`src/rtl/mandel_pkg.sv`:
```
// Constants and state encoding shared by the pixel sequencer and the iteration core.
package mandel_pkg;
  localparam int H_RES   = 640;
  localparam int V_RES   = 480;
  localparam int ADDR_W  = 19;
  localparam int ITER_W  = 8;
  localparam int TIMEOUT = 1023;

  // Out-of-range coordinates that keep the core idle.
  localparam logic [9:0] X_PARK = 10'h3FF;
  localparam logic [8:0] Y_PARK = 9'h1FF;

  typedef enum logic [1:0] {
    S_IDLE  = 2'd0,
    S_ISSUE = 2'd1,
    S_WAIT  = 2'd2,
    S_WRITE = 2'd3
  } seq_state_e;
endpackage

```
`src/rtl/mandel_pixel_sequencer_if.sv`:
```
// Core-side coordinate/result handshake plus the frame-buffer write port.
interface mandel_pixel_sequencer_if #(
  parameter int ADDR_W = mandel_pkg::ADDR_W,
  parameter int ITER_W = mandel_pkg::ITER_W
);
  logic [9:0]        x;
  logic [8:0]        y;
  logic              calc_start;
  logic              calc_done;
  logic [ITER_W-1:0] calc_iter;
  logic              fb_we;
  logic              fb_ready;
  logic [ADDR_W-1:0] fb_addr;
  logic [ITER_W-1:0] fb_data;

  modport master (
    output x, y, calc_start, fb_we, fb_addr, fb_data,
    input  calc_done, calc_iter, fb_ready
  );

  modport slave (
    input  x, y, calc_start, fb_we, fb_addr, fb_data,
    output calc_done, calc_iter, fb_ready
  );
endinterface

```
`src/rtl/mandel_raster_counter.sv`:
```
// Column/row walker with a running linear address that always equals row*H_RES+col.
module mandel_raster_counter #(
  parameter int H_RES  = mandel_pkg::H_RES,
  parameter int V_RES  = mandel_pkg::V_RES,
  parameter int ADDR_W = mandel_pkg::ADDR_W
) (
  input  logic              clk,
  input  logic              reset,
  input  logic              clear,
  input  logic              advance,
  output logic [9:0]        col,
  output logic [8:0]        row,
  output logic [ADDR_W-1:0] addr,
  output logic              last_col,
  output logic              last_pixel
);
  logic [9:0]        col_q, col_d;
  logic [8:0]        row_q, row_d;
  logic [ADDR_W-1:0] addr_q, addr_d;

  assign last_col   = (col_q == 10'(H_RES - 1));
  assign last_pixel = last_col && (row_q == 9'(V_RES - 1));

  always_comb begin
    col_d  = col_q;
    row_d  = row_q;
    addr_d = addr_q;
    // Wrapping to zero after the last pixel keeps the address invariant between frames.
    if (clear || (advance && last_pixel)) begin
      col_d  = '0;
      row_d  = '0;
      addr_d = '0;
    end else if (advance) begin
      addr_d = addr_q + ADDR_W'(1);
      if (last_col) begin
        col_d = '0;
        row_d = row_q + 9'd1;
      end else begin
        col_d = col_q + 10'd1;
      end
    end
  end

  always_ff @(posedge clk or posedge reset) begin
    if (reset) begin
      col_q  <= '0;
      row_q  <= '0;
      addr_q <= '0;
    end else begin
      col_q  <= col_d;
      row_q  <= row_d;
      addr_q <= addr_d;
    end
  end

  assign col  = col_q;
  assign row  = row_q;
  assign addr = addr_q;
endmodule

```
`src/rtl/mandel_pixel_sequencer.sv`:
```
// Raster walker for the Mandelbrot core: issues one coordinate, waits for the
// iteration count (or watchdog expiry) and writes it to the frame buffer.
module mandel_pixel_sequencer #(
  parameter int H_RES   = mandel_pkg::H_RES,
  parameter int V_RES   = mandel_pkg::V_RES,
  parameter int ADDR_W  = mandel_pkg::ADDR_W,
  parameter int ITER_W  = mandel_pkg::ITER_W,
  parameter int TIMEOUT = mandel_pkg::TIMEOUT
) (
  input  logic clk,
  input  logic reset,
  input  logic start,
  mandel_pixel_sequencer_if.master bus,
  output logic busy,
  output logic frame_done,
  output logic timeout_err
);
  import mandel_pkg::*;

  localparam int WD_W = $clog2(TIMEOUT + 1);

  seq_state_e        state_q, state_d;
  logic [WD_W-1:0]   wdog_q, wdog_d;
  logic [ITER_W-1:0] fb_data_q, fb_data_d;
  logic              timeout_err_q, timeout_err_d;
  logic              frame_done_q, frame_done_d;

  logic              cnt_clear, cnt_advance;
  logic [9:0]        col;
  logic [8:0]        row;
  logic [ADDR_W-1:0] addr;
  logic              last_col, last_pixel;

  mandel_raster_counter #(
    .H_RES  (H_RES),
    .V_RES  (V_RES),
    .ADDR_W (ADDR_W)
  ) u_raster (
    .clk        (clk),
    .reset      (reset),
    .clear      (cnt_clear),
    .advance    (cnt_advance),
    .col        (col),
    .row        (row),
    .addr       (addr),
    .last_col   (last_col),
    .last_pixel (last_pixel)
  );

  always_comb begin
    state_d       = state_q;
    wdog_d        = wdog_q;
    fb_data_d     = fb_data_q;
    timeout_err_d = timeout_err_q;
    frame_done_d  = 1'b0;
    cnt_clear     = 1'b0;
    cnt_advance   = 1'b0;
    case (state_q)
      S_IDLE: if (start) begin
        cnt_clear     = 1'b1;
        timeout_err_d = 1'b0;
        state_d       = S_ISSUE;
      end
      S_ISSUE: begin
        wdog_d  = '0;
        state_d = S_WAIT;
      end
      // WAIT lasts at most TIMEOUT cycles; a real result wins over expiry.
      S_WAIT: begin
        if (bus.calc_done) begin
          fb_data_d = bus.calc_iter;
          state_d   = S_WRITE;
        end else if (wdog_q >= WD_W'(TIMEOUT - 1)) begin
          fb_data_d     = '1;
          timeout_err_d = 1'b1;
          state_d       = S_WRITE;
        end else begin
          wdog_d = wdog_q + WD_W'(1);
        end
      end
      S_WRITE: if (bus.fb_ready) begin
        cnt_advance = 1'b1;
        if (last_pixel) begin
          frame_done_d = 1'b1;
          state_d      = S_IDLE;
        end else begin
          state_d = S_ISSUE;
        end
      end
      default: state_d = S_IDLE;
    endcase
  end

  always_ff @(posedge clk or posedge reset) begin
    if (reset) begin
      state_q       <= S_IDLE;
      wdog_q        <= '0;
      fb_data_q     <= '0;
      timeout_err_q <= 1'b0;
      frame_done_q  <= 1'b0;
    end else begin
      state_q       <= state_d;
      wdog_q        <= wdog_d;
      fb_data_q     <= fb_data_d;
      timeout_err_q <= timeout_err_d;
      frame_done_q  <= frame_done_d;
    end
  end

  logic issuing;
  assign issuing        = (state_q == S_ISSUE) || (state_q == S_WAIT);
  assign bus.x          = issuing ? col : X_PARK;
  assign bus.y          = issuing ? row : Y_PARK;
  assign bus.calc_start = (state_q == S_ISSUE);
  assign bus.fb_we      = (state_q == S_WRITE);
  assign bus.fb_addr    = addr;
  assign bus.fb_data    = fb_data_q;
  assign busy           = (state_q != S_IDLE);
  assign frame_done     = frame_done_q;
  assign timeout_err    = timeout_err_q;
endmodule

```
`src/flat_wrapper.sv`:
```
// flat-port wrapper written by rule: the top's interface ports become plain ports
module mandel_pixel_sequencer_flat import mandel_pkg::*;
#(
  parameter int H_RES   = mandel_pkg::H_RES,
  parameter int V_RES   = mandel_pkg::V_RES,
  parameter int ADDR_W  = mandel_pkg::ADDR_W,
  parameter int ITER_W  = mandel_pkg::ITER_W,
  parameter int TIMEOUT = mandel_pkg::TIMEOUT
)
  (clk, reset, start, busy, frame_done, timeout_err, bus_x, bus_y, bus_calc_start, bus_fb_we, bus_fb_addr, bus_fb_data, bus_calc_done, bus_calc_iter, bus_fb_ready);
  mandel_pixel_sequencer_if #(.ADDR_W(ADDR_W), .ITER_W(ITER_W)) bus_i ();
  input  logic clk;
  input  logic reset;
  input  logic start;
  output logic busy;
  output logic frame_done;
  output logic timeout_err;
  output wire logic [$bits(bus_i.x)-1:0] bus_x;
  output wire logic [$bits(bus_i.y)-1:0] bus_y;
  output wire logic [$bits(bus_i.calc_start)-1:0] bus_calc_start;
  output wire logic [$bits(bus_i.fb_we)-1:0] bus_fb_we;
  output wire logic [$bits(bus_i.fb_addr)-1:0] bus_fb_addr;
  output wire logic [$bits(bus_i.fb_data)-1:0] bus_fb_data;
  input wire logic [$bits(bus_i.calc_done)-1:0] bus_calc_done;
  input wire logic [$bits(bus_i.calc_iter)-1:0] bus_calc_iter;
  input wire logic [$bits(bus_i.fb_ready)-1:0] bus_fb_ready;
  assign bus_x = bus_i.x;
  assign bus_y = bus_i.y;
  assign bus_calc_start = bus_i.calc_start;
  assign bus_fb_we = bus_i.fb_we;
  assign bus_fb_addr = bus_i.fb_addr;
  assign bus_fb_data = bus_i.fb_data;
  assign bus_i.calc_done = bus_calc_done;
  assign bus_i.calc_iter = bus_calc_iter;
  assign bus_i.fb_ready = bus_fb_ready;
  mandel_pixel_sequencer #(.H_RES(H_RES), .V_RES(V_RES), .ADDR_W(ADDR_W), .ITER_W(ITER_W), .TIMEOUT(TIMEOUT)) u_core (.clk(clk), .reset(reset), .start(start), .bus(bus_i), .busy(busy), .frame_done(frame_done), .timeout_err(timeout_err));
endmodule
```
`config.mk`:
```
export PLATFORM = sky130hd
export DESIGN_NAME = mandel_pixel_sequencer_flat
export DESIGN_NICKNAME = d
export VERILOG_FILES = /design/src/rtl/mandel_pkg.sv /design/src/rtl/mandel_pixel_sequencer_if.sv /design/src/rtl/mandel_raster_counter.sv /design/src/rtl/mandel_pixel_sequencer.sv /design/src/flat_wrapper.sv
export SDC_FILE = /design/constraint.sdc
export NUM_CORES = 1
export LEC_CHECK = 0
export CAP_MARGIN = 20
export CORE_ASPECT_RATIO = 0.6
export CORE_UTILIZATION = 47
export DETAILED_ROUTE_END_ITERATION = 6
export MAX_ROUTING_LAYER = met4
export PLACE_DENSITY_LB_ADDON = 0.15
export RECOVER_POWER = 100
export SYNTH_ARGS = -nofsm -noshare
export SYNTH_HDL_FRONTEND = slang
export SYNTH_HIERARCHICAL = 1
export SYNTH_SLANG_ARGS = --single-unit
```
`constraint.sdc`:
```
create_clock -name clk -period 1.85 [get_ports clk]
set_input_delay 0.37 -clock clk [delete_from_list [all_inputs] [get_ports clk]]
set_output_delay 0.37 -clock clk [all_outputs]
set_load 0.1 [all_outputs]
```
## After elaboration in Yosys (flattened, before gate mapping)

Index checks and enable logic that the tools add are counted.
Widths: inputs -> output; s select.

| operators by class | value |
|---|---|
| add/subtract/negate cells | 4 |
| magnitude comparators | 1 |
| equal/unequal tests | 11 |
| muxes and demuxes | 32 |
| reduce and logical (&&, ||, !) cells | 16 |

Operator list:

| kind | number |
|---|---|
| $mux 10 | 6 |
| $mux 19 | 2 |
| $mux 9 | 4 |
| $add 10x1->10 const B | 2 |
| $pmux 10 s2 | 1 |
| $add 19x1->19 const B | 1 |
| $mux 8 | 2 |
| $reduce_bool 2->1 | 6 |
| $mux 1 | 11 |
| $eq 10x10->1 const B | 1 |
| $ge 10x10->1 const B | 1 |
| $add 9x1->9 const B | 1 |
| $eq 9x9->1 const B | 1 |
| $mux 2 | 4 |
| $pmux 2 s4 | 1 |
| $ne 2x2->1 const B | 3 |
| $reduce_and 3->1 | 2 |
| $eq 2x2->1 const B | 2 |
| $ne 2x1->1 const B | 2 |
| $reduce_and 2->1 | 2 |
| $reduce_and 4->1 | 1 |
| $ne 3x2->1 const B | 1 |
| $eq 2x1->1 const B | 1 |
| $logic_and 1x1->1 | 2 |
| other kinds (3) | 4 |

| storage, ports and cells | value |
|---|---|
| flip-flop bits (word level) | 60 |
| input bits | 13 |
| output and inout port bits | 51 |
| logic and storage cells | 72 |

## Logic depth before layout (Yosys ltp)

Gate-level depths: netlist of run 1.

| depth | value |
|---|---|
| depth after elaboration | 6 |
| gate-level depth with buffers | 10 |
| mapped depth without buffers | 9 |

## Modules after synthesis

The synthesis of run 1 kept the hierarchy.

By module, submodules not included:

| module | times used | cells an instance | area each (µm²) | seq. area each (µm²) |
|---|---|---|---|---|
| mandel_raster_counter | 1 | 208 | 1964.4 | 950.9 |
| mandel_pixel_sequencer | 1 | 140 | 1312.5 | 550.5 |

## Least setup slack after synthesis of run 1

OpenSTA, ideal clock, no wires.

| timing path | value |
|---|---|
| path type | register -> register |
| start point | register u_core.state_q[0] |
| end point | register u_core.u_raster.col_q[7], in the netlist u_core/u_raster/col[7] |
| arrival | 2.624 ns |
| data required time | 1.772 ns |
| path slack | -0.852 ns |
| cell stages (with the launch flop) | 8 |
| clock period less this slack | 2.702 ns |
| cells stage by stage | dfrtp_1 -> ha_1 -> and2_1 -> or2_2 -> clkbuf_1 -> nand4_1 -> or3_2 -> a21oi_1 |

| on the way | value |
|---|---|
| word-level cells in the longest chain between the ends | 5 |
| elaborated cells on any way between the ends | 8 |
| those cells by class | eq/ne (1); mux (3); reduce/logical (4) |

RTL lines:

| item | line | text |
|---|---|---|
| from (decl) | mandel_pixel_sequencer.sv:22 | `seq_state_e state_q, state_d;` |
| from (signal assigned) | mandel_pixel_sequencer.sv:102 | `state_q <= state_d;` |
| $eq 2x2->1 (*) | n/a |  |
| net bus_fb_we | flat_wrapper.sv:21 | `output wire logic [$bits(bus_i.fb_we)-1:0] bus_fb_we;` |
| $mux 1 (*) | mandel_pixel_sequencer.sv:58 | `case (state_q)` |
| net u_core.cnt_advance | mandel_pixel_sequencer.sv:28 | `logic cnt_clear, cnt_advance;` |
| $logic_and 1x1->1 | mandel_raster_counter.sv:29 | `if (clear \|\| (advance && last_pixel)) begin` |
| $logic_or 1x1->1 | mandel_raster_counter.sv:29 |  |
| $mux 10 or $reduce_bool 2->1 (tied branches) | n/a |  |
| to (signal assigned) | mandel_raster_counter.sv:50 | `col_q <= col_d;` |
| to (decl) | mandel_raster_counter.sv:17 | `logic [9:0] col_q, col_d;` |

Mark *: on every way through the listed nets, which the timed path passes. The rest lies on a longest branch.
A chain may end at the register's enable or synchronous reset.

## Final worst setup path of run 1

| timing path | value |
|---|---|
| start point | register u_core.state_q[1] |
| end point | register u_core.u_raster.col_q[9], in the netlist u_core/u_raster/col[9] |

| on the way | value |
|---|---|
| elaborated cells on any way between the ends | 8 |
| those cells by class | eq/ne (1); mux (3); reduce/logical (4) |

RTL lines:

| item | line |
|---|---|
| $logic_not 2->1 (*) | mandel_pixel_sequencer.sv:58 |
| $mux 1 (*) | mandel_pixel_sequencer.sv:58 |
| net u_core.cnt_clear | mandel_pixel_sequencer.sv:28 |
| $logic_or 1x1->1 (*) | mandel_raster_counter.sv:29 |
| $mux 10 or $reduce_bool 2->1 (tied branches) | n/a |

Marks and branches as above.

==> metrics.txt, run 1 <==
Layout Cells excl Fill=roughly 580; syn_area_per_cell=around 9.4 um^2; routability congestion estimate=between 0.8 and 0.9; total routed wirelength=about 16000 um; total of max-cap violations=0; Setup CP Type=reg2reg; final hold violations=0; clock buffer count from CTS=9; Final Cycle Share=132.8%; setup ws final=-607.5 ps; Post-synth EDFFs=0; total track usage=39.15%; Slew HR=roughly 27%; slew of the pin with the lowest slew margin=roughly 1100 ps; Final Max Tran Viols=0; vias in the first global route=approximately 3600; router iterations before antenna repair=5; list of most frequent post-synthesis cells=dfrtp_1, nor2_1, nand2_1; Post-synth top flop=dfrtp_1; crit path max-delay cell type=o21ai_0; hold_buf cts=0; Die W=approximately 110 um; xor and xnor area share after synthesis=6.147%; delay-heaviest family, CP=compound AO/OA/AOI/OAI gates; first-pass GRT wire length=approximately 20000 um; 1st-iter DRT viols=approximately 530; critical path cell sequence=inv_2 -> ha_4 -> nand2_1 -> inv_2 -> or2_4 -> nand4_1 -> buf_4 -> o21ai_0 -> a21oi_2; placed instance area=slightly above 5000 um^2; Worst Path Required=roughly 2100 ps; CTS tree=yes; layout cells sized above 1=between 40 and 50%; full die area=about 7300 um^2; H-tree Lvls=3; n_diodes=0; Final Cell Area=5762 um^2; #FFs+latches synth=60; RSZ-0062 raised after global routing=yes; synth warn=6; total gr overflow=0; cells on worst reg2reg path=9; latest clock arrival within the worst-skew pair=350 ps; Netlist cell types=54; IO Count=64; initial antenna violation count=0; crit end category=flip-flop; total number of cells along the worst setup path=9; Post-Syn Nets=between 300 and 400; mux cell area share after synthesis=less than 1%; CTS sink cnt=60; Routed wire per std cell=27.31 um; Post-DP HPWL=between 7000 and 8000 um; Cell Area, Synth=roughly 3300 um^2; drt drc=0; clock root cell=clkbuf_16; post-synthesis sequential area ratio=45.82%; Synth Area in Simple Gates=27.15%; Post-Synth Adder-Cell Area=3.436%; Worst-path clk slew=60 ps; Buffers & Inverters on Critical Path=3; met1 usage=about 50%; GR Layer Usage met3=roughly a tenth; largest net degree at the start of global routing=39; final clock skew=roughly 12 ps; Post-Syn Instances=roughly 350; CP max FO=4; grt met2 use=58.83%; ANT nets after route=0; Synth area leaders=dfrtp_1, nand2b_1, xor2_1, nor2_1, ha_1; Fillers=290; status=finished, violations left; cell mode on critical path=inv_2; largest family of logic cells by synthesized area=simple AND/OR/NAND/NOR gates; via count=around 3900; worst hold path type=reg2reg; initial cell density of the core=48.87%; async set-reset flop share out of synthesis=between 90% and 100%; Via density=just under 7; startpoint class of the critical path=flip-flop; min Tclk post-route=2457 ps; Placed Instances=about 540; most common cell in the netlist=dfrtp_1; failing checks=negative setup slack; Core ar.=about 6700 um^2; port buffer count=between 60 and 70; area leader, netlist=dfrtp_1; FMAX=between 400 and 500 MHz; area grow syn2layout=75.83%; layer carrying the most global-route usage=met2; compound-gate portion of the synthesized area=a little over an eighth; row count=23; CP peak stage delay=740 ps; post-synth top area share=~46%; Final Setup Violations=67; Max clock buf depth=2; Worst EP arrival=2650 ps; DIE HEIGHT=66.68 um; Worst Hold Depth=1; Layout Nets=about 510
metal layers:
metal / wire length, um / up-vias / share of wire, %
li1: - / 1525 / -
met1: 5766 / 1873 / 36
met2: 6806 / 412 / 43
met3: 2132 / 138 / 13
met4: 1161 / 0 / 7.3
met5: 0 / - / 0
layout make-up:
class                           count  area, um^2  share of cell area [%]
Tap cell                           87       108.9                   1.889
Sequential cell                    60        1516                   26.32
Multi-Input combinational cell    263        2195                   38.09
Timing Repair Buffer              141        1511                   26.23
Clock buffer                       10       239.0                   4.148
Inverter                           14       56.30                  0.9772
Clock inverter                      6       135.1                   2.345
final timing paths:
kind,slack (ps),endpoint,from
worst max-delay path,-610,u_core/u_raster/col[9]$_DFFE_PP0P_,u_core/state_q[1]$_DFFE_PP0P_
worst min-delay path,490,u_core/bus.fb_data[0]$_DFFE_PP0P_,u_core/bus.fb_data[0]$_DFFE_PP0P_
worst max register to register,-610,u_core/u_raster/col[9]$_DFFE_PP0P_,u_core/state_q[1]$_DFFE_PP0P_
worst min register to register,490,u_core/bus.fb_data[0]$_DFFE_PP0P_,u_core/bus.fb_data[0]$_DFFE_PP0P_
max in group asynchronous,190,u_core/u_raster/addr[4]$_DFFE_PP0P_,reset
min in group asynchronous,680,u_core/bus.fb_data[1]$_DFFE_PP0P_,reset
sequential cells by signal, summed over array words and instances, names as in the netlist:
register and count:
u_core/u_raster/row 9, u_core/u_raster/col 10, u_core/frame_done 1, u_core/timeout_err 1
u_core/u_raster/addr 19, u_core/bus.fb_data 8, u_core/state_q 2, u_core/wdog_q 10
worst reg2reg max path: stages, from the launching register on:
cell,delay [ps]
dfrtp_1,430
inv_2,120
ha_4,160
nand2_1,120
inv_2,160
or2_4,170
nand4_1,90
buf_4,180
o21ai_0,740
a21oi_2,140
layout by cell type (no fill, tap or decap), types with 15 or more instances in the layout:
master and instances:
buf_4 61, dfrtp_1 56, buf_12 36, nor2_1 30, nand2_1 27, clkbuf_2 21
nand3_1 16, nand2b_4 15, xor2_1 15
per-stage QoR:
step | utilization, % | worst slack, ps | setup TNS [ps] | hold WS [ps]
detailed placement | 75.87 | -153.6 | -3259 | 543.1
floorplan | - | -194.9 | -1425 | 359.2
global route | 85.93 | -738.6 | -10820 | 502.0
finish | 85.93 | -607.5 | -8317 | 493.2
CTS | 86.00 | -118.3 | -1418 | 423.4
global placement | 75.87 | -124.4 | -1632 | 523.5
what timing repair did:
action,CTS,global route
endpoints found under the setup margin,60,69
buffers inserted,15,15
gates cloned,1,0
gates resized for setup,33,46
pin swaps,9,20
kinds of logic after synthesis:
family                     after synthesis
and+or+nand+nor                        165
AOI/OAI and AO/OA                       64
DFF                                     60
buffers and inverters                   25
xor gates and xnor gates                23
adders and majority gates                9
muxes                                    2
Power of run 1 is not shown: default switching activity piles up to over one toggle a cycle in this logic, so the estimate is an artifact.
==> run 2, diff against run 1 <==
Settings changed: CAP_MARGIN 20 to unset.
==> results of run 2 <==
Same layout as run 1: the final DEF is identical, and so are final timing and power.
Power of run 2 is left out for the same reason.
==> run 3, diff against run 2 <==
Settings changed: CORE_MARGIN set to 4.
Clock period 1.85 ns to 2.2 ns, I/O delays scaled along.
==> run 3 against run 2 <==
Routed wire length fell by 47%; critical path type is now reg2out; register-to-register slack improved by 710 ps; the run now ends clean; via count fell by 25%; design area fell by 25%; clock-buffer cell count rose by 5; die area rose by 15%; global-route usage fell by 17 points.
==> metrics.txt, run 3 (synthesis results as in run 1) <==
layout cells sized above 1=a little under a quarter; Final Cycle Share=95.91%; vias in the first global route=approximately 2800; area grow syn2layout=31.88%; DIE HEIGHT=72.68 um; full die area=between 8000 and 9000 um^2; total track usage=between 20% and 30%; via count=approximately 2900; ANT nets after route=0; Routed wire per std cell=between 15 and 20 um; drt drc=0; critical path cell sequence=inv_1 -> ha_4 -> buf_8 -> nand2b_1 -> buf_6; Buffers & Inverters on Critical Path=3; total gr overflow=0; Setup Buffers After CTS=0; first-pass GRT wire length=roughly 14000 um; total of max-cap violations=0; initial cell density of the core=around half; Worst-path clk slew=about 50 ps; slew of the pin with the lowest slew margin=between 1000 and 1500 ps; crit path max-delay cell type=dfrtp_1; largest net degree at the start of global routing=39; startpoint class of the critical path=flip-flop; row count=23; n_diodes=0; Worst setup startpoint=u_core/state_q[1]$_DFFE_PP0P_; RSZ-0062 raised after global routing=no; Die W=roughly 120 um; worst hold path type=reg2reg; r2r endpoint=u_core/u_raster/addr[8]$_DFFE_PP0P_; Post-DP HPWL=around 6100 um; FF-to-FF Start=u_core/u_raster/col[7]$_DFFE_PP0P_; CTS tree=yes; final clock skew=5.074 ps; leading cell type in the layout, fill and taps excluded=dfrtp_1; CP peak stage delay=~400 ps; Final Setup Violations=0; clock buffer count from CTS=9; Final Max Tran Viols=0; router iterations before antenna repair=5; latest clock arrival within the worst-skew pair=around 320 ps; Worst EP arrival=between 1500 and 2000 ps; FMAX=473.9 MHz; min Tclk post-route=2110 ps; final hold violations=0; Max clock buf depth=2; dpl ws=-129.3 ps; clock root cell=clkbuf_16; Worst Path Required=between 1500 and 2000 ps; most frequent cells in the layout=dfrtp_1, nor2_1, clkbuf_2; Core ar.=6734 um^2; crit end category=primary output; H-tree Lvls=3; cells on worst reg2reg path=6; worst reg-to-reg setup slack=roughly 100 ps; delay-heaviest family, CP=buffers and inverters; initial antenna violation count=0; total number of cells along the worst setup path=5; termination of the worst setup path=bus_y[8]; 1st-iter DRT viols=between 200 and 250; aggregate negative setup slack=0 ps; port buffer count=63; CTS sink cnt=60; status=finished, final reports clean; total routed wirelength=8335 um; max reg flops=19; Via density=roughly 5.6; routability congestion estimate=0.8196; Layout Nets=between 400 and 500; setup ws final=~90 ps; Slew HR=roughly 18%; CP max FO=21; Setup CP Type=reg2out; IO Count=64
[run 3: cell count changes in the layout (fill, tap and decap cells not counted), sizes merged]
| cell | change |
|---|---|
| buf | -71 |
| bufinv | -4 |
| clkbuf | +21 |
| clkinv | +1 |
| clkinvlp | -3 |
| inv | +1 |
[run 3: what timing repair did]
| item | in CTS | in global routing |
|---|---|---|
| endpoints found under the setup margin | 3 | 18 |
| hold buffers | 0 | 0 |
| resized for setup | 1 | 3 |
| gates cloned | 0 | 0 |
[run 3: layout make-up]
cell class | instances | area [um^2]
Timing Repair Buffer | 86 | 680.7
Clock buffer | 15 | 277.8
Sequential cell | 60 | 1508
Tap cell | 87 | 108.9
Clock inverter | 1 | 5.005
Fill cell | 595 | 2412
Inverter | 14 | 52.55
Multi-Input combinational cell | 263 | 1689
[run 3: routing by layer]
layer  GRT usage (%)  up-vias  part of all wire, %
met3           5.800        8                  5.4
met4           7.207        0                 0.77
met5               -        -                    0
li1                -     1420                    -
met2           30.15       80                   43
met1           33.05     1436                   51
[run 3: how the worst min path moves through the flow]
stage | cells after the start | startpoint | end
final | 1 | u_core/bus.fb_data[6]$_DFFE_PP0P_ | u_core/bus.fb_data[6]$_DFFE_PP0P_
after global routing | 1 | u_core/bus.fb_data[6]$_DFFE_PP0P_ | u_core/bus.fb_data[6]$_DFFE_PP0P_
after CTS | 3 | reset | u_core/bus.fb_data[0]$_DFFE_PP0P_
after detailed placement | 1 | u_core/bus.fb_data[6]$_DFFE_PP0P_ | u_core/bus.fb_data[6]$_DFFE_PP0P_
after global placement | 1 | u_core/bus.fb_data[4]$_DFFE_PP0P_ | u_core/bus.fb_data[4]$_DFFE_PP0P_
after floorplan | 1 | reset | u_core/bus.fb_data[0]$_DFFE_PP0P_
[run 3: metrics by stage]
stage	util (%)	cells	instance area, um^2	hold WS [ps]
after global routing	64.18	526	4322	505.9
after detailed placement	63.99	510	4309	478.6
after floorplan	-	348	3289	429.2
after CTS	68.25	526	4596	486.3
final	64.18	526	4322	484.2
after global placement	63.99	510	4309	472.4
Power of run 3 is left out for the same reason.
